**config.mk**
```make
export PLATFORM = sky130hd
export DESIGN_NAME = door_code_sender_flat
export DESIGN_NICKNAME = d
export VERILOG_FILES = /design/src/rtl/door_code_sender_pkg.sv /design/src/rtl/door_code_sender_if.sv /design/src/rtl/door_code_sender_frame_timer.sv /design/src/rtl/door_code_sender.sv /design/src/flat_wrapper.sv
export SDC_FILE = /design/constraint.sdc
export NUM_CORES = 1
export LEC_CHECK = 0
export ABC_CLOCK_PERIOD_IN_PS = 1900
export BUFFER_PORTS_ARGS = -buffer_cell sky130_fd_sc_hd__buf_2
export CAP_MARGIN = 0
export CELL_PAD_IN_SITES_DETAIL_PLACEMENT = 0
export CELL_PAD_IN_SITES_GLOBAL_PLACEMENT = 1
export CORE_ASPECT_RATIO = 0.8
export CORE_MARGIN = 1
export CORE_UTILIZATION = 38
export CTS_CLUSTER_DIAMETER = 150
export CTS_CLUSTER_SIZE = 24
export DETAILED_ROUTE_END_ITERATION = 7
export PLACE_DENSITY = 0.73
export SLEW_MARGIN = 15
export SYNTH_ARGS = -nofsm -noshare
export SYNTH_HDL_FRONTEND = slang
export SYNTH_SLANG_ARGS = --single-unit
```
**constraint.sdc**
```tcl
create_clock -name clk -period 1.9 [get_ports clk]
set_input_delay 0.095 -clock clk [delete_from_list [all_inputs] [get_ports clk]]
set_output_delay 0.095 -clock clk [all_outputs]
set_load 0.02 [all_outputs]
```
**src/rtl/door_code_sender_pkg.sv**
```systemverilog
// Shared door-lock link constants: code width, frame geometry and slot numbering,
// plus the helper that picks the code bit carried by a given frame slot.
package door_code_sender_pkg;

    localparam int CODE_W     = 4;
    localparam int FRAME_LEN  = 8;
    localparam int FIRST_SLOT = 1;
    localparam int SLOT_W     = 3;

    typedef logic [SLOT_W-1:0] slot_t;
    typedef logic [CODE_W-1:0] code_t;

    localparam code_t PASSWORD = 4'b1010;

    localparam slot_t SLOT_IDLE     = 3'd0;
    localparam slot_t SLOT_BIT0     = SLOT_W'(FIRST_SLOT);
    localparam slot_t SLOT_BIT_LAST = SLOT_W'(FIRST_SLOT + CODE_W - 1);
    localparam slot_t SLOT_CHECK    = 3'd6;
    localparam slot_t SLOT_RESULT   = 3'd7;
    localparam slot_t SLOT_LAST     = SLOT_W'(FRAME_LEN - 1);
    localparam slot_t RESP_SLOT     = 3'd0;

    typedef enum logic [0:0] {
        TX_IDLE = 1'b0,
        TX_BUSY = 1'b1
    } tx_state_t;

    // Bit of c carried in slot s (MSB first from SLOT_BIT0), 0 outside the data slots.
    function automatic logic frame_bit(input code_t c, input slot_t s);
        code_t shifted;
        shifted = c << (s - SLOT_BIT0);
        if ((s >= SLOT_BIT0) && (s <= SLOT_BIT_LAST)) begin
            return shifted[CODE_W-1];
        end else begin
            return 1'b0;
        end
    endfunction

endpackage

```
**src/rtl/door_code_sender_if.sv**
```systemverilog
// Requester/lock-facing signal bundle of the door code sender.
interface door_code_sender_if;

    logic                        code_valid;
    door_code_sender_pkg::code_t code;
    logic                        code_ready;
    logic                        serial_out;
    logic                        unlock_in;
    logic                        error_in;
    logic                        busy;
    logic                        result_valid;
    logic                        granted;
    logic                        denied;
    logic                        sync_err;

    modport master (
        output code_valid, code, unlock_in, error_in,
        input  code_ready, serial_out, busy, result_valid, granted, denied, sync_err
    );

    modport slave (
        input  code_valid, code, unlock_in, error_in,
        output code_ready, serial_out, busy, result_valid, granted, denied, sync_err
    );

endinterface

```
**src/rtl/door_code_sender_frame_timer.sv**
```systemverilog
// Free-running lock frame slot counter with the next-slot value and response-slot strobe;
// identical timing to the lock's own counter so both stay aligned from reset release.
module door_code_sender_frame_timer
    import door_code_sender_pkg::*;
(
    input  logic  clk,
    input  logic  reset,
    output slot_t slot_r,
    output slot_t slot_next_s,
    output logic  resp_slot_s
);

    // Next slot value with wrap at the end of the frame.
    always_comb begin
        slot_next_s = SLOT_IDLE;
        if (slot_r == SLOT_LAST) begin
            slot_next_s = SLOT_IDLE;
        end else begin
            slot_next_s = slot_r + 3'd1;
        end
    end

    // Slot counter register.
    always_ff @(posedge clk or posedge reset) begin
        if (reset) begin
            slot_r <= SLOT_IDLE;
        end else begin
            slot_r <= slot_next_s;
        end
    end

    assign resp_slot_s = (slot_r == RESP_SLOT);

endmodule

```
**src/rtl/door_code_sender.sv**
```systemverilog
// Serializes one code per lock frame onto the lock input and returns the lock's verdict
// for that code one frame later; flags lock responses that break frame timing.
module door_code_sender
    import door_code_sender_pkg::*;
(
    input  logic              clk,
    input  logic              reset,
    door_code_sender_if.slave bus
);

    slot_t     slot_r;
    slot_t     slot_next_s;
    logic      resp_slot_s;
    logic      accept_s;
    tx_state_t state_r;
    tx_state_t state_next_s;
    logic      busy_s;
    code_t     code_r;
    logic      src_valid_s;
    code_t     src_code_s;
    logic      serial_next_s;
    logic      sync_bad_s;
    logic      serial_out_r;
    logic      result_valid_r;
    logic      granted_r;
    logic      denied_r;
    logic      sync_err_r;

    door_code_sender_frame_timer u_timer (
        .clk         (clk),
        .reset       (reset),
        .slot_r      (slot_r),
        .slot_next_s (slot_next_s),
        .resp_slot_s (resp_slot_s)
    );

    assign accept_s = resp_slot_s & bus.code_valid;

    // Transfer state register.
    always_ff @(posedge clk or posedge reset) begin
        if (reset) begin
            state_r <= TX_IDLE;
        end else begin
            state_r <= state_next_s;
        end
    end

    // A code stays in flight until its verdict slot, unless a new one is taken on that edge.
    always_comb begin
        state_next_s = TX_IDLE;
        case (state_r)
            TX_IDLE: begin
                if (accept_s) begin
                    state_next_s = TX_BUSY;
                end else begin
                    state_next_s = TX_IDLE;
                end
            end
            TX_BUSY: begin
                if (resp_slot_s && !accept_s) begin
                    state_next_s = TX_IDLE;
                end else begin
                    state_next_s = TX_BUSY;
                end
            end
            default: state_next_s = TX_IDLE;
        endcase
    end

    // State decode.
    always_comb begin
        busy_s = 1'b0;
        case (state_r)
            TX_BUSY: busy_s = 1'b1;
            default: busy_s = 1'b0;
        endcase
    end

    // In the response slot the old code is done; only a freshly accepted code may drive bits.
    always_comb begin
        src_valid_s = 1'b0;
        src_code_s  = '0;
        if (resp_slot_s) begin
            src_valid_s = accept_s;
            src_code_s  = bus.code;
        end else begin
            src_valid_s = busy_s;
            src_code_s  = code_r;
        end
        serial_next_s = src_valid_s & frame_bit(src_code_s, slot_next_s);
    end

    // Lock outputs are legal only in the response slot and must then be one-hot while busy.
    always_comb begin
        sync_bad_s = 1'b0;
        if (resp_slot_s) begin
            sync_bad_s = busy_s & (bus.unlock_in == bus.error_in);
        end else begin
            sync_bad_s = bus.unlock_in | bus.error_in;
        end
    end

    // Code holding register and serial line.
    always_ff @(posedge clk or posedge reset) begin
        if (reset) begin
            code_r       <= '0;
            serial_out_r <= 1'b0;
        end else begin
            serial_out_r <= serial_next_s;
            if (accept_s) begin
                code_r <= bus.code;
            end else begin
                code_r <= code_r;
            end
        end
    end

    // Verdict capture; granted/denied hold until the next verdict.
    always_ff @(posedge clk or posedge reset) begin
        if (reset) begin
            result_valid_r <= 1'b0;
            granted_r      <= 1'b0;
            denied_r       <= 1'b0;
        end else if (resp_slot_s && busy_s) begin
            result_valid_r <= 1'b1;
            granted_r      <= bus.unlock_in;
            denied_r       <= bus.error_in;
        end else begin
            result_valid_r <= 1'b0;
        end
    end

    // Sticky frame-sync error flag.
    always_ff @(posedge clk or posedge reset) begin
        if (reset) begin
            sync_err_r <= 1'b0;
        end else if (sync_bad_s) begin
            sync_err_r <= 1'b1;
        end else begin
            sync_err_r <= sync_err_r;
        end
    end

    assign bus.code_ready   = resp_slot_s;
    assign bus.serial_out   = serial_out_r;
    assign bus.busy         = busy_s;
    assign bus.result_valid = result_valid_r;
    assign bus.granted      = granted_r;
    assign bus.denied       = denied_r;
    assign bus.sync_err     = sync_err_r;

endmodule
```
**src/flat_wrapper.sv**
```systemverilog
// flat-port wrapper written by rule: the top's interface ports become plain ports
module door_code_sender_flat import door_code_sender_pkg::*;
  (clk, reset, bus_code_valid, bus_code, bus_unlock_in, bus_error_in, bus_code_ready, bus_serial_out, bus_busy, bus_result_valid, bus_granted, bus_denied, bus_sync_err);
  door_code_sender_if bus_i ();
  input  logic clk;
  input  logic reset;
  input wire logic [$bits(bus_i.code_valid)-1:0] bus_code_valid;
  input wire logic [$bits(bus_i.code)-1:0] bus_code;
  input wire logic [$bits(bus_i.unlock_in)-1:0] bus_unlock_in;
  input wire logic [$bits(bus_i.error_in)-1:0] bus_error_in;
  output wire logic [$bits(bus_i.code_ready)-1:0] bus_code_ready;
  output wire logic [$bits(bus_i.serial_out)-1:0] bus_serial_out;
  output wire logic [$bits(bus_i.busy)-1:0] bus_busy;
  output wire logic [$bits(bus_i.result_valid)-1:0] bus_result_valid;
  output wire logic [$bits(bus_i.granted)-1:0] bus_granted;
  output wire logic [$bits(bus_i.denied)-1:0] bus_denied;
  output wire logic [$bits(bus_i.sync_err)-1:0] bus_sync_err;
  assign bus_i.code_valid = bus_code_valid;
  assign bus_i.code = bus_code;
  assign bus_i.unlock_in = bus_unlock_in;
  assign bus_i.error_in = bus_error_in;
  assign bus_code_ready = bus_i.code_ready;
  assign bus_serial_out = bus_i.serial_out;
  assign bus_busy = bus_i.busy;
  assign bus_result_valid = bus_i.result_valid;
  assign bus_granted = bus_i.granted;
  assign bus_denied = bus_i.denied;
  assign bus_sync_err = bus_i.sync_err;
  door_code_sender u_core (.clk(clk), .reset(reset), .bus(bus_i));
endmodule
```
======== Word-level counts from Yosys, hierarchy flattened ========
Cells that the tools add are included.
cells by class
  $add $sub $neg .......................... 2
  $mul .................................... 0
  div/mod/pow operators ................... 0
  $lt $le $gt $ge ......................... 2
  equal/unequal tests ..................... 2
  shifts and indexed selects .............. 1
  mux-type cells .......................... 10
  bitwise logic cells ..................... 5
  reduce and logical (&&, ||, !) cells .... 5
operators by type and width
  operator                                                           count
  two-way mux 1 bit                                                  7
  two-way mux 4 bit                                                  1
  << shifter 4 x 3 -> 4 bit                                          1
  adder 3 x 1 -> 3 bit, second input constant                        1
  AND 1 bit                                                          3
  equality test 3 bit, second input constant                         1
  greater-or-equal comparator 3 x 1 -> 1 bit, second input constant  1
  <= comparator 3 bit, second input constant                         1
  logical AND 1 bit                                                  3
  logical NOT 3 bit                                                  1
  two-way mux 3 bit                                                  1
  subtractor 3 x 1 -> 3 bit, second input constant                   1
  case mux 1 bit (2 select lines)                                    1
  equality test 1 bit                                                1
  logical NOT 1 bit                                                  1
  NOT 1 bit                                                          1
  bitwise OR 1 bit                                                   1
storage, ports and cells
  bits in registers ....................... 13
  bits in latches ......................... 0
  memory bits (writable) .................. 0
  ROM bits ................................ 0
  logic and storage cells ................. 35
  memories ................................ 0

======== Logic depth before layout (Yosys ltp) ========
Gate-level depths: netlist of run 1.
  depth after elaboration ................. 6
  depth in mapped cells ................... 7

======== Cells and area by module ========
Synthesis of run 1 repeated with hierarchy kept, for this count alone.
unflattened totals
  cell total of the unflattened synthesis .. 60
  area, all modules ....................... 670.6 um2
modules (own cells, without submodules)
  module                        times used  cells each  area each (um2)
  door_code_sender              1           49          529.3
  door_code_sender_frame_timer  1           11          141.4

======== Worst setup path before layout of run 1 ========
No wires, ideal clock.
  path type ............................... register to register
  from .................................... register u_core.u_timer.slot_r[0]
  to ...................................... register u_core.serial_out_r (netlist: u_core.bus.serial_out)
  arrival ................................. 1.570 ns
  required time ........................... 1.774 ns
  path slack .............................. 0.205 ns
  stages on the path, launching flop included .. 8
  buffers on the path ..................... 1
  path through ............................ dfrtp_1 > inv_1 > ha_1 > nor2b_4 > buf_6 > mux4_2 > a22oi_1 > nor4bb_1
on the way
  elaborated cells on any way between the ends .. 14
  classes of those cells .................. add/sub (2); order compare (2); eq/ne (1); shift (1); mux (4); bitwise (2); reduce/logical (2)
RTL lines
  item                            RTL line                            source
  from (decl)                     door_code_sender_frame_timer.sv:8   output slot_t slot_r,
  from (signal assigned)          door_code_sender_frame_timer.sv:28  slot_r <= slot_next_s;
  logical NOT 3 bit *             door_code_sender_frame_timer.sv:32  assign resp_slot_s = (slot_r == RESP_SLOT);
  named net bus_code_ready        flat_wrapper.sv:11                  output wire logic [$bits(bus_i.code_ready)-1:0] bus_code_ready;
  two-way mux 4 bit               door_code_sender.sv:83              if (resp_slot_s) begin
  << shifter 4 x 3 -> 4 bit       door_code_sender_pkg.sv:31          shifted = c << (s - SLOT_BIT0);
  two-way mux 1 bit               door_code_sender_pkg.sv:32          if ((s >= SLOT_BIT0) && (s <= SLOT_BIT_LAST)) begin
  AND 1 bit *                     door_code_sender.sv:90              serial_next_s = src_valid_s & frame_bit(src_code_s, slot_next_s);
  named net u_core.serial_next_s  door_code_sender.sv:21              logic serial_next_s;
  to (signal assigned)            door_code_sender.sv:109             serial_out_r <= serial_next_s;
  to (decl)                       door_code_sender.sv:23              logic serial_out_r;
The timed path passes the listed nets; every way through them passes the cells marked *.
A chain may end at the register's enable or synchronous reset.

======== Final worst setup path of run 1 ========
  from .................................... register u_core.u_timer.slot_r[0]
  to ...................................... register u_core.serial_out_r (netlist: u_core.bus.serial_out)
on the way
  longest elaborated chain between the ends .. 6
  elaborated cells on any way between the ends .. 14
  classes of those cells .................. add/sub (2); order compare (2); eq/ne (1); shift (1); mux (4); bitwise (2); reduce/logical (2)
RTL lines
  item                                                            RTL line                                                                source
  adder 3 x 1 -> 3 bit or equality test 3 bit (tied branches)     door_code_sender_frame_timer.sv:19, door_code_sender_frame_timer.sv:16
  two-way mux 3 bit                                               door_code_sender_frame_timer.sv:16                                      if (slot_r == SLOT_LAST) begin
  subtractor 3 x 1 -> 3 bit, or another cell as far along         door_code_sender_pkg.sv:31
  << shifter 4 x 3 -> 4 bit or logical AND 1 bit (tied branches)  door_code_sender_pkg.sv:31, door_code_sender_pkg.sv:32
  two-way mux 1 bit                                               door_code_sender_pkg.sv:32
  AND 1 bit *                                                     door_code_sender.sv:90
  named net u_core.serial_next_s                                  door_code_sender.sv:21
Marked as above.

==> results of run 1 <==
[kinds of logic after synthesis]
family,Yosys count
buffers and inverters,11
adder cells (fa/ha/maj),5
flip-flops,13
AND/OR/NAND/NOR,9
multiplexers,6
AO/OA/AOI/OAI,7
[area by class of cell]
class                           count  share of cell area, %
Timing Repair Buffer               17                   12.2
Tap cell                           21                   3.47
Multi-Input combinational cell     27                   32.9
Clock buffer                        4                   3.47
Inverter                           10                   4.96
Sequential cell                    13                   43.0
[power groups by stage]
stage | Combinational, mW | Clock [mW] | Sequential (mW)
floorplan | 0.0269 | 0 | 0.312
global placement | 0.0560 | 0 | 0.304
detailed placement | 0.0567 | 0 | 0.304
CTS | 0.0583 | 0.171 | 0.299
global route | 0.0645 | 0.186 | 0.301
finish | 0.0571 | 0.162 | 0.299
[Yosys cell counts]
cell type	number	area share, %
a311o_2	1	1.8
o21ai_0	4	3.2
a22oi_1	1	1.2
nor2_1	2	1.2
dfrtp_1	13	52
a21oi_1	1	0.80
buf_6	1	1.8
ha_1	5	10
mux2_2	4	7.2
nand2b_1	1	1.0
nor4bb_1	1	1.6
nand2_1	4	2.4
nor2b_4	1	2.2
inv_1	10	6.0
mux4_2	2	7.2
[stage by stage]
step	setup WS [ps]	total power, mW	std cells	utilization (%)
5_1_grt	60.9	0.551	92	52.0
4_1_cts	108	0.528	91	51.5
2_1_floorplan	205	0.339	51	-
3_3_place_gp	177	0.360	86	49.0
3_5_place_dp	120	0.361	86	49.0
6_report	132	0.519	92	52.0
[sequential cells by signal, summed over array words and instances, names as in the netlist]
name                     cells
u_core.bus.result_valid      1
u_core.u_timer.slot_r        3
u_core.state_r               1
u_core.bus.denied            1
u_core.code_r                4
u_core.bus.granted           1
u_core.bus.sync_err          1
u_core.bus.serial_out        1
[layout by cell type, fill, tap and decap left out, drive strengths merged]
cell type	instances
dfrtp	13
nor2	2
mux2	4
nand2b	1
dlygate4sd3	1
inv	10
a311o	1
o21ai	4
buf	16
a22oi	1
nand2	4
a21oi	1
nor2b	1
nor4bb	1
mux4	2
clkbuf	4
ha	5
[final timing paths]
check,endpoint,depth (start not counted)
max,u_core.bus.serial_out,6
min,u_core.code_r[0],2
max reg2reg,u_core.bus.serial_out,6
min reg2reg,u_core.bus.denied,2
max in group asynchronous,u_core.bus.granted,3
min in group asynchronous,u_core.bus.result_valid,3
[metal layers]
layer,track usage [%],vias to the layer above
met2,16.8,14
met5,0,-
met3,8.96,0
met1,20.1,188
li1,-,208
met4,6.43,0
[timing repair]
action | in CTS | in global routing
hold buffers | 1 | 0
setup buffers | 0 | 1
hold endpoints to repair | 13 | 0
setup endpoints to repair | 0 | 1
==> results.md, run 1 <==
- Global route total overflow: 0
- Setup slack, reg-to-reg: 130 ps
- Final RePlAce weighted congestion: 0.777
- Worst slew pin tran: 471 ps
- Critical-path cell list: ha_1, ha_1, nand2b_1, mux4_2, a22oi_1, nor4bb_1
- First-pass GRT wire length: 1630 um
- Initial cell density of the core: 42.8%
- Static Leak: 0.390 nW
- Combinational share of power: 11.0%
- Synthesis-to-finish area growth: 21.5%
- Largest net degree at the start of global routing: 14
- Antenna violations before repair: 0
- Adder-Cell Fraction of Synth Area: 10.0%
- Switching power: 0.117 mW
- Final worst-path cycle share: 93.0%
- Antenna viol nets, final: 0
- FF/Latch Area: 325 um^2
- H-tree level count: 1
- DR WL/cell: 10.8 um
- CP Max Fanout: 5
- Fin area: 757 um^2
- Final nets: 86
- Hold Path Class: primary input to flip-flop
- Synth warnings: 0
- RSZ-0062 raised after global routing: no
- Crit path time final: 1770 ps
- Mux cell area share after synthesis: 14.5%
- Status: finished, final reports clean
- Clk slew on worst S/H paths: 70 ps
- Layout cells sized above 1: 38.0%
- Root buffer cell: clkbuf_4
- CP dominant cell by count: ha_1
- Die Ht: 38.2 um
- CTS tree: built
- Max cap viols: 0
- CTS buffer count: 3
- Largest family of logic cells by synthesized area: multiplexers
- Crit Path Class: flip-flop to flip-flop
- Routed WL: 991 um
- Vias per cell: 4.46
- CTS resizes: 0
- Met3 Wirelength: 80 um
- Mapped cell area: 623 um^2
- Worst setup EP type: flip-flop
- Fill cell count: 145
- I/O pin count: 16
- Antenna cells: 0
- Max-slew headroom: 68.6%
- Crit path DAT: 1930 ps
- Seq cells post-synth: 13
- Mapped Nets: 65
- Buffer depth of the longest clock path: 2
- Startpoint types: flip-flop
- Max layer used: met3
- Sw Ratio: 22.5%
- Crit-path leading delay family: adder cells
- Internal power: 0.402 mW
- Sequential cell fraction of total power: 57.7%
- Avg Cell Area, Syn: 12.2 um^2
- Die width: 47.3 um
- Clock network power share: 31.3%
- Fin Setup TNS: 0 ps
- Sequential-to-total area share from yosys stat: 52.2%
- Hold_ws: 69.4 ps
- Max Clock Skew: 5.48 ps
- Max frequency: 0.566 GHz
- Delay of the slowest critical-path stage: 410 ps
- Clock Latency Late Sink: 270 ps
- First-pass DRT Iterations: 2
- Area occupied by multi-input gates: 249 um^2
- Placed Area: 713 um^2
- Worst Setup SP: u_core.u_timer.slot_r[0]
- Post-route DRC: 0
- Initial detailed-routing violation count: 8
- Vias in the first global route: 348
- Buf/Inv on CP: 0
- Total die area: 1810 um^2
- Power per cell area: 685 nW/um^2
- Source of the worst hold timing path: bus_code[0]
- Met1 wire length: 487 um
- Core box area: 1460 um^2
- Peak supply drop: 0.000536 V
- Final setup viols: 0
- Metal2 WL: 422 um
- Worst EP required: 2060 ps
- Simple-gate share of the synthesized area: 8.43%
- Mapped Cells: 51
- Slowest-stage cell, CP: dfrtp_1
- Xor and xnor area share after synthesis: 0%
- Sink Count: 13
- Hpwl dp: 746 um
- FF-to-FF Start: u_core.u_timer.slot_r[0]
- Final hold viol count: 0
- Compound-Gate Fraction of Synth Area: 7.03%
- Global Route Usage Sum: 14.3%
- PortBufs: 15
- # rows: 12
- Post-synth cell types: 15
- Fin. max-slew vios: 0
- Total number of vias: 410
No activity file was read; power rests on OpenSTA's default activity.
==> run 2, diff against run 1 <==
PLACE_DENSITY = 0.72   (was 0.73)
==> run 2 against run 1 <==
Worst setup slack lost 13 ps. Count of clock-buffer cells in the layout is the same. Sequential share of layout area shrank 0.77 points. Critical path type unchanged. Sequential cell count is the same. First-iteration DRC count shrank 13%. Utilization grew 0.95 points. Global-route usage grew 0.90 points. Largest cell class unchanged.
==> results.md, run 2 (synthesis results as in run 1) <==
- Hpwl dp: 785 um (+5.1%)
- Fill cell count: 139 (-4.1%)
- Final core utilization: 52.9% (+0.95 points)
- First-pass DRT Iterations: 3 (+1)
- H-tree level count: 1 (unchanged)
- Max frequency: 0.561 GHz (-0.74%)
- Hold Path Class: primary input to flip-flop
- Total number of vias: 407 (-0.73%)
- Vias per cell: 4.42 (-0.73%)
- Status: finished, final reports clean
- Buffer depth of the longest clock path: 2 (unchanged)
- Worst setup EP type: flip-flop
- Die Ht: 38.2 um (unchanged)
- Peak supply drop: 0.000532 V (-0.73%)
- Most frequent cells in the layout: 15 x buf_2, 13 x dfrtp_1, 10 x inv_1
- FF/Latch Area: 325 um^2 (unchanged)
- Antenna viol nets, final: 0 (unchanged)
- Area occupied by multi-input gates: 263 um^2 (+5.5%)
- Crit path DAT: 1950 ps (+20 ps)
- Initial detailed-routing violation count: 7 (-1)
- Startpoint types: flip-flop
- Final RePlAce weighted congestion: 0.684 (-12%)
- Initial cell density of the core: 42.8% (unchanged)
- Antenna cells: 0 (unchanged)
- Final worst-path cycle share: 93.7% (+0.70 points)
- Clk slew on worst S/H paths: 80 ps (about the same)
- Layout cells sized above 1: 42.3% (+4.2 points)
- Biggest register: u_core.code_r
- Crit Path Class: flip-flop to flip-flop
- Final setup viols: 0 (unchanged)
- Die width: 47.3 um (unchanged)
- Max Clock Skew: 5.44 ps (-0.0409 ps)
- DR WL/cell: 11.4 um (+5.4%)
- Largest net degree at the start of global routing: 14 (unchanged)
- Fin. max-slew vios: 0 (unchanged)
- Critical-path cell list: inv_1, ha_1, nor2b_4, mux4_2, a22oi_2, nor4bb_2
- Power per cell area: 687 nW/um^2 (+0.28%)
- Root buffer cell: clkbuf_4
- I/O pin count: 16 (unchanged)
- Worst setup margin: 119 ps (-13.2 ps)
- PortBufs: 15 (unchanged)
- Worst slew pin tran: 502 ps (+31.2 ps)
- Slowest-stage cell, CP: mux4_2
- Max cap viols: 0 (unchanged)
- Clock Latency Late Sink: 280 ps (about the same)
- # rows: 12 (unchanged)
- Hold_ws: 59.4 ps (-9.97 ps)
- Final nets: 86 (unchanged)
- Final hold viol count: 0 (unchanged)
- Placed Area: 713 um^2 (unchanged)
- Sink Count: 13 (unchanged)
- Fin Setup TNS: 0 ps (unchanged)
- Global Route Usage Sum: 15.2% (+0.90 points)
- Crit path time final: 1780 ps (+13.2 ps)
- CTS buffer count: 3 (unchanged)
- CTS tree: built
- Worst EP required: 2070 ps (about the same)
- Core box area: 1460 um^2 (unchanged)
- Dpl ws: 99.4 ps (-21.1 ps)
- Antenna violations before repair: 0 (unchanged)
- Routed WL: 1050 um (+5.4%)
- Post-route DRC: 0 (unchanged)
- Vias in the first global route: 389 (+12%)
- Fin area: 771 um^2 (+1.8%)
- Max FFs per register: 4 (unchanged)
- Synthesis-to-finish area growth: 23.7%
- Total die area: 1810 um^2 (unchanged)
- CP Max Fanout: 7 (+2)
- Delay of the slowest critical-path stage: 540 ps (+130 ps)
- Static Leak: 0.391 nW (+0.12%)
- Largest registers: u_core.code_r x4, u_core.u_timer.slot_r x3
- Max-slew headroom: 66.5% (-2.1 points)
- Most common cell after layout, fill and taps aside: buf_2
- Global route total overflow: 0 (unchanged)
- First-pass GRT wire length: 1720 um (+5.5%)
## run 2: layout make-up
| class | instances | area share, % |
|---|---|---|
| multi-input cells | 27 | 34.1 |
| repair buffers | 17 | 12.0 |
| clock buffers | 4 | 3.41 |
| flip-flops and latches | 13 | 42.2 |
| inverters | 10 | 4.87 |
| well taps | 21 | 3.41 |
## run 2: metal layers
| metal | vias up | GRT usage, % | routed length, um |
|---|---|---|---|
| li1 | 209 | - | - |
| met1 | 184 | 19.8 | 517 |
| met2 | 11 | 20.5 | 432 |
| met3 | 3 | 8.49 | 83 |
| met4 | 0 | 6.43 | 11 |
| met5 | - | 0 | 0 |
## run 2: path summary, 6_finish.rpt
kind / from / to / slack (ps) / cells after the start
worst max-delay path: u_core.u_timer.slot_r[0] / u_core.bus.serial_out / 120 / 6
worst min register to register: u_core.bus.sync_err / u_core.bus.sync_err / 480 / 1
worst min-delay path: bus_code[3] / u_core.code_r[3] / 60 / 2
worst max register to register: u_core.u_timer.slot_r[0] / u_core.bus.serial_out / 120 / 6
min in group asynchronous: reset / u_core.bus.denied / 370 / 3
max in group asynchronous: reset / u_core.bus.sync_err / 1190 / 3
## run 2: where the power goes
part / internal, mW / switching (mW) / total [mW]
combinational: 0.0298 / 0.0296 / 0.0595
sequential: 0.292 / 0.00661 / 0.298
clock: 0.0816 / 0.0900 / 0.172
total: 0.403 / 0.126 / 0.529
## run 2: timing repair
item                       in CTS  in global routing
setup endpoints to repair       0                  1
resized for setup               0                  3
hold buffers                    1                  0
hold endpoints to repair       13                  0
setup buffers                   0                  1
## run 2: metrics by stage
| step | std cells | total power, mW |
|---|---|---|
| 2_1_floorplan | 51 | 0.339 |
| 3_3_place_gp | 86 | 0.360 |
| 3_5_place_dp | 86 | 0.361 |
| 4_1_cts | 91 | 0.534 |
| 5_1_grt | 92 | 0.554 |
| 6_report | 92 | 0.529 |
## run 2: worst max-delay path, delay by kind of cell (launching register included)
kind | cells | cell delay [ps]
mux | 1 | 540
flops | 1 | 410
simple gates | 2 | 310
compound gates | 1 | 180
fa+ha+maj | 1 | 150
buf+inv | 1 | 80
==> run 3, diff against run 2 <==
CAP_MARGIN = 20   (was 0)
CORE_UTILIZATION = 39   (was 38)
PLACE_DENSITY = 0.73   (was 0.72)
SLEW_MARGIN = 40   (was 15)
SYNTH_HIERARCHICAL = 1   (was not set)
==> run 3 against run 2 <==
Clock power decreased by 2%. Cell count increased by 12%. Worst setup slack improved by 24 ps. Synthesized cell count increased by 18%. Critical endpoint is now u_core/bus.serial_out.
==> results.md, run 3 <==
- Die Ht: 39.1 um (+2.3%)
- Mapped cell area: 671 um^2 (+7.6%)
- FF/Latch Area: 325 um^2 (unchanged)
- Worst slew pin tran: 400 ps (-102 ps)
- Core box area: 1610 um^2 (+11%)
- Area leader, netlist: dfrtp_1
- RSZ-0062 raised after global routing: no
- Hpwl dp: 893 um (+14%)
- Max FFs per register: 4 (unchanged)
- CTS buffer count: 3 (unchanged)
- Status: finished, final reports clean
- First-pass DRT Iterations: 4 (+1)
- First-pass GRT wire length: 1920 um (+12%)
- Sw Ratio: 23.9% (+0.040 points)
- Max-slew headroom: 73.3% (+6.8 points)
- I/O pin count: 16 (unchanged)
- Antenna viol nets, final: 0 (unchanged)
- Startpoint types: flip-flop
- Vias in the first global route: 448 (+15%)
- Pwr Total: 0.523 mW (-1.1%)
- Worst setup margin: 143 ps (+24.2 ps)
- # rows: 13 (+1)
- Final worst-path cycle share: 92.5% (-1.3 points)
- Layout cells sized above 1: 34.6% (-7.7 points)
- Post-route DRC: 0 (unchanged)
- Root buffer cell: clkbuf_4
- Worst setup EP type: flip-flop
- Power per cell area: 632 nW/um^2 (-8.0%)
- CTS tree: built
- Global route total overflow: 0 (unchanged)
- Clock network power share: 32.1% (-0.3 points)
- Routed WL: 1170 um (+12%)
- Final RePlAce weighted congestion: 0.674 (-1.5%)
- Max frequency: 0.569 GHz (+1.4%)
- Final hold viol count: 0 (unchanged)
- Area contributors post-synth: dfrtp_1 49%, ha_1 13%, mux2i_1 6.0%
- Switching power: 0.125 mW (-0.97%)
- Largest net degree at the start of global routing: 11 (-3)
- Combinational share of power: 10.7% (-0.5 points)
- Total number of vias: 492 (+21%)
- Synthesis-to-finish area growth: 23.5%
- Static Leak: 0.422 nW (+7.9%)
- Peak supply drop: 0.000343 V (-35%)
- Synth top cells by count: 13 x dfrtp_1, 9 x inv_1, 7 x ha_1
- Fill cell count: 160 (+15%)
- Max Clock Skew: 0.966 ps (-4.47 ps)
- Fin. max-slew vios: 0 (unchanged)
- Clk slew on worst S/H paths: 80 ps (about the same)
- Hold_ws: 45.1 ps (-14.3 ps)
- Final core utilization: 51.4% (-1.5 points)
- Sequential cell fraction of total power: 57.2% (+0.8 points)
- Sequential-to-total area share from yosys stat: 48.5% (-3.7 points)
- Main synth FF type: dfrtp_1
- Max cap viols: 0 (unchanged)
- Most common cell after layout, fill and taps aside: buf_2
- Post-synth EDFFs: 0 (unchanged)
- DR WL/cell: 11.4 um (about the same)
- Antenna cells: 0 (unchanged)
- Hold Path Class: primary input to flip-flop
- Final setup viols: 0 (unchanged)
- Buffer depth of the longest clock path: 2 (unchanged)
- Synth warnings: 6 (+6)
- Global Route Usage Sum: 14.3% (-0.95 points)
- Most frequent cells in the layout: 15 x buf_2, 13 x dfrtp_1, 8 x inv_1
- Die width: 48.4 um (+2.3%)
- CP Max Fanout: 4 (-3)
- Total die area: 1890 um^2 (+4.6%)
- H-tree level count: 1 (unchanged)
- Crit path time final: 1760 ps (-24.2 ps)
- Worst EP required: 2110 ps (+40 ps)
- Dpl ws: 69.5 ps (-29.9 ps)
- Mapped Cells: 60 (+18%)
- Most frequent cell after synthesis: dfrtp_1
- Crit Path Class: flip-flop to flip-flop
- Initial cell density of the core: 41.6% (-1.1 points)
- PortBufs: 15 (unchanged)
- Antenna violations before repair: 0 (unchanged)
- Largest registers: u_core/code_r x4, u_core/u_timer/slot_r x3
- Internal power: 0.398 mW (-1.2%)
- Post-synth cell types: 20 (+5)
- Clock Latency Late Sink: 270 ps (about the same)
- Final nets: 98 (+14%)
- Avg Cell Area, Syn: 11.2 um^2 (-8.5%)
- Crit path DAT: 1970 ps (+20 ps)
- Fin Setup TNS: 0 ps (unchanged)
- Area occupied by multi-input gates: 315 um^2 (+20%)
- Initial detailed-routing violation count: 8 (+1)
- Seq cells post-synth: 13 (unchanged)
- Biggest register: u_core/code_r
- Mapped Nets: 76 (+17%)
- Post-synth top area share: 48.5% (-3.7 points)
- Vias per cell: 4.78 (+8.0%)
- Sink Count: 13 (unchanged)
- Post-synthesis async set-or-reset flop share: 100% (unchanged)
[run 3: changes by cell type in the layout (fill, tap and decap cells not counted), sizes merged, moves of 2 or more]
cell,change
mux4,-2
nand3,+2
mux2i,+4
nor2,+2
ha,+2
[run 3: per-layer routing]
| layer | up-vias | wire (um) | GRT usage (%) |
|---|---|---|---|
| li1 | 242 | - | - |
| met1 | 230 | 537 | 16.6 |
| met2 | 18 | 562 | 24.6 |
| met3 | 2 | 61 | 5.88 |
| met4 | 0 | 9 | 4.41 |
| met5 | - | 0 | 0 |
[run 3: kinds of logic (layout without fill, tap and decap cells)]
family                     Yosys count  in the layout  synth area share [%]
DFF                                 13             13                  48.5
and+or+nand+nor                     16             16                  13.2
adders and majority gates            7              7                  13.1
muxes                                8              8                  12.7
AOI/OAI and AO/OA                    6              6                  5.78
buffers and inverters               10             31                  6.72
[run 3: path summary, 6_finish.rpt]
path | endpoint | cells after the start | slack (ps) | start
hold reg to reg | u_core/bus.denied | 2 | 480 | u_core/bus.denied
setup reg to reg | u_core/bus.serial_out | 8 | 140 | u_core/u_timer/slot_r[0]
max in group asynchronous | u_core/bus.serial_out | 3 | 1260 | reset
hold / removal | u_core/code_r[2] | 2 | 50 | bus_code[2]
setup / recovery | u_core/bus.serial_out | 8 | 140 | u_core/u_timer/slot_r[0]
min in group asynchronous | u_core/u_timer/slot_r[0] | 3 | 240 | reset
[run 3: final cells by class]
class | count | area share (%)
flip-flops and latches | 13 | 39.3
multi-input cells | 37 | 38.1
repair buffers | 18 | 12.1
inverters | 9 | 4.08
well taps | 22 | 3.32
clock buffers | 4 | 3.17
[run 3: timing repair]
item,in CTS,in global routing
setup buffers,0,1
hold endpoints to repair,13,0
gates resized for setup,0,3
hold buffers,1,0
endpoints found under the setup margin,0,1
[run 3: power groups by stage]
| stage | clock network (mW) | registers (mW) | logic [mW] |
|---|---|---|---|
| floorplan | 0 | 0.313 | 0.0243 |
| global placement | 0 | 0.304 | 0.0543 |
| detailed placement | 0 | 0.305 | 0.0557 |
| CTS | 0.175 | 0.300 | 0.0574 |
| global route | 0.187 | 0.301 | 0.0630 |
| finish | 0.168 | 0.299 | 0.0561 |
[run 3: critical path, cell delays in order, from the launching register on]
cell     delay, ps
dfrtp_1        410
ha_1           210
ha_1           190
nor2_2         120
inv_2           80
ha_4           280
nor2_1          40
a22oi_1        170
and4_1         190
[run 3: metrics by stage]
step,instances,cell area [um^2]
2_1_floorplan,60,671
6_report,103,828
5_1_grt,103,828
3_3_place_gp,97,769
4_1_cts,102,806
3_5_place_dp,97,769
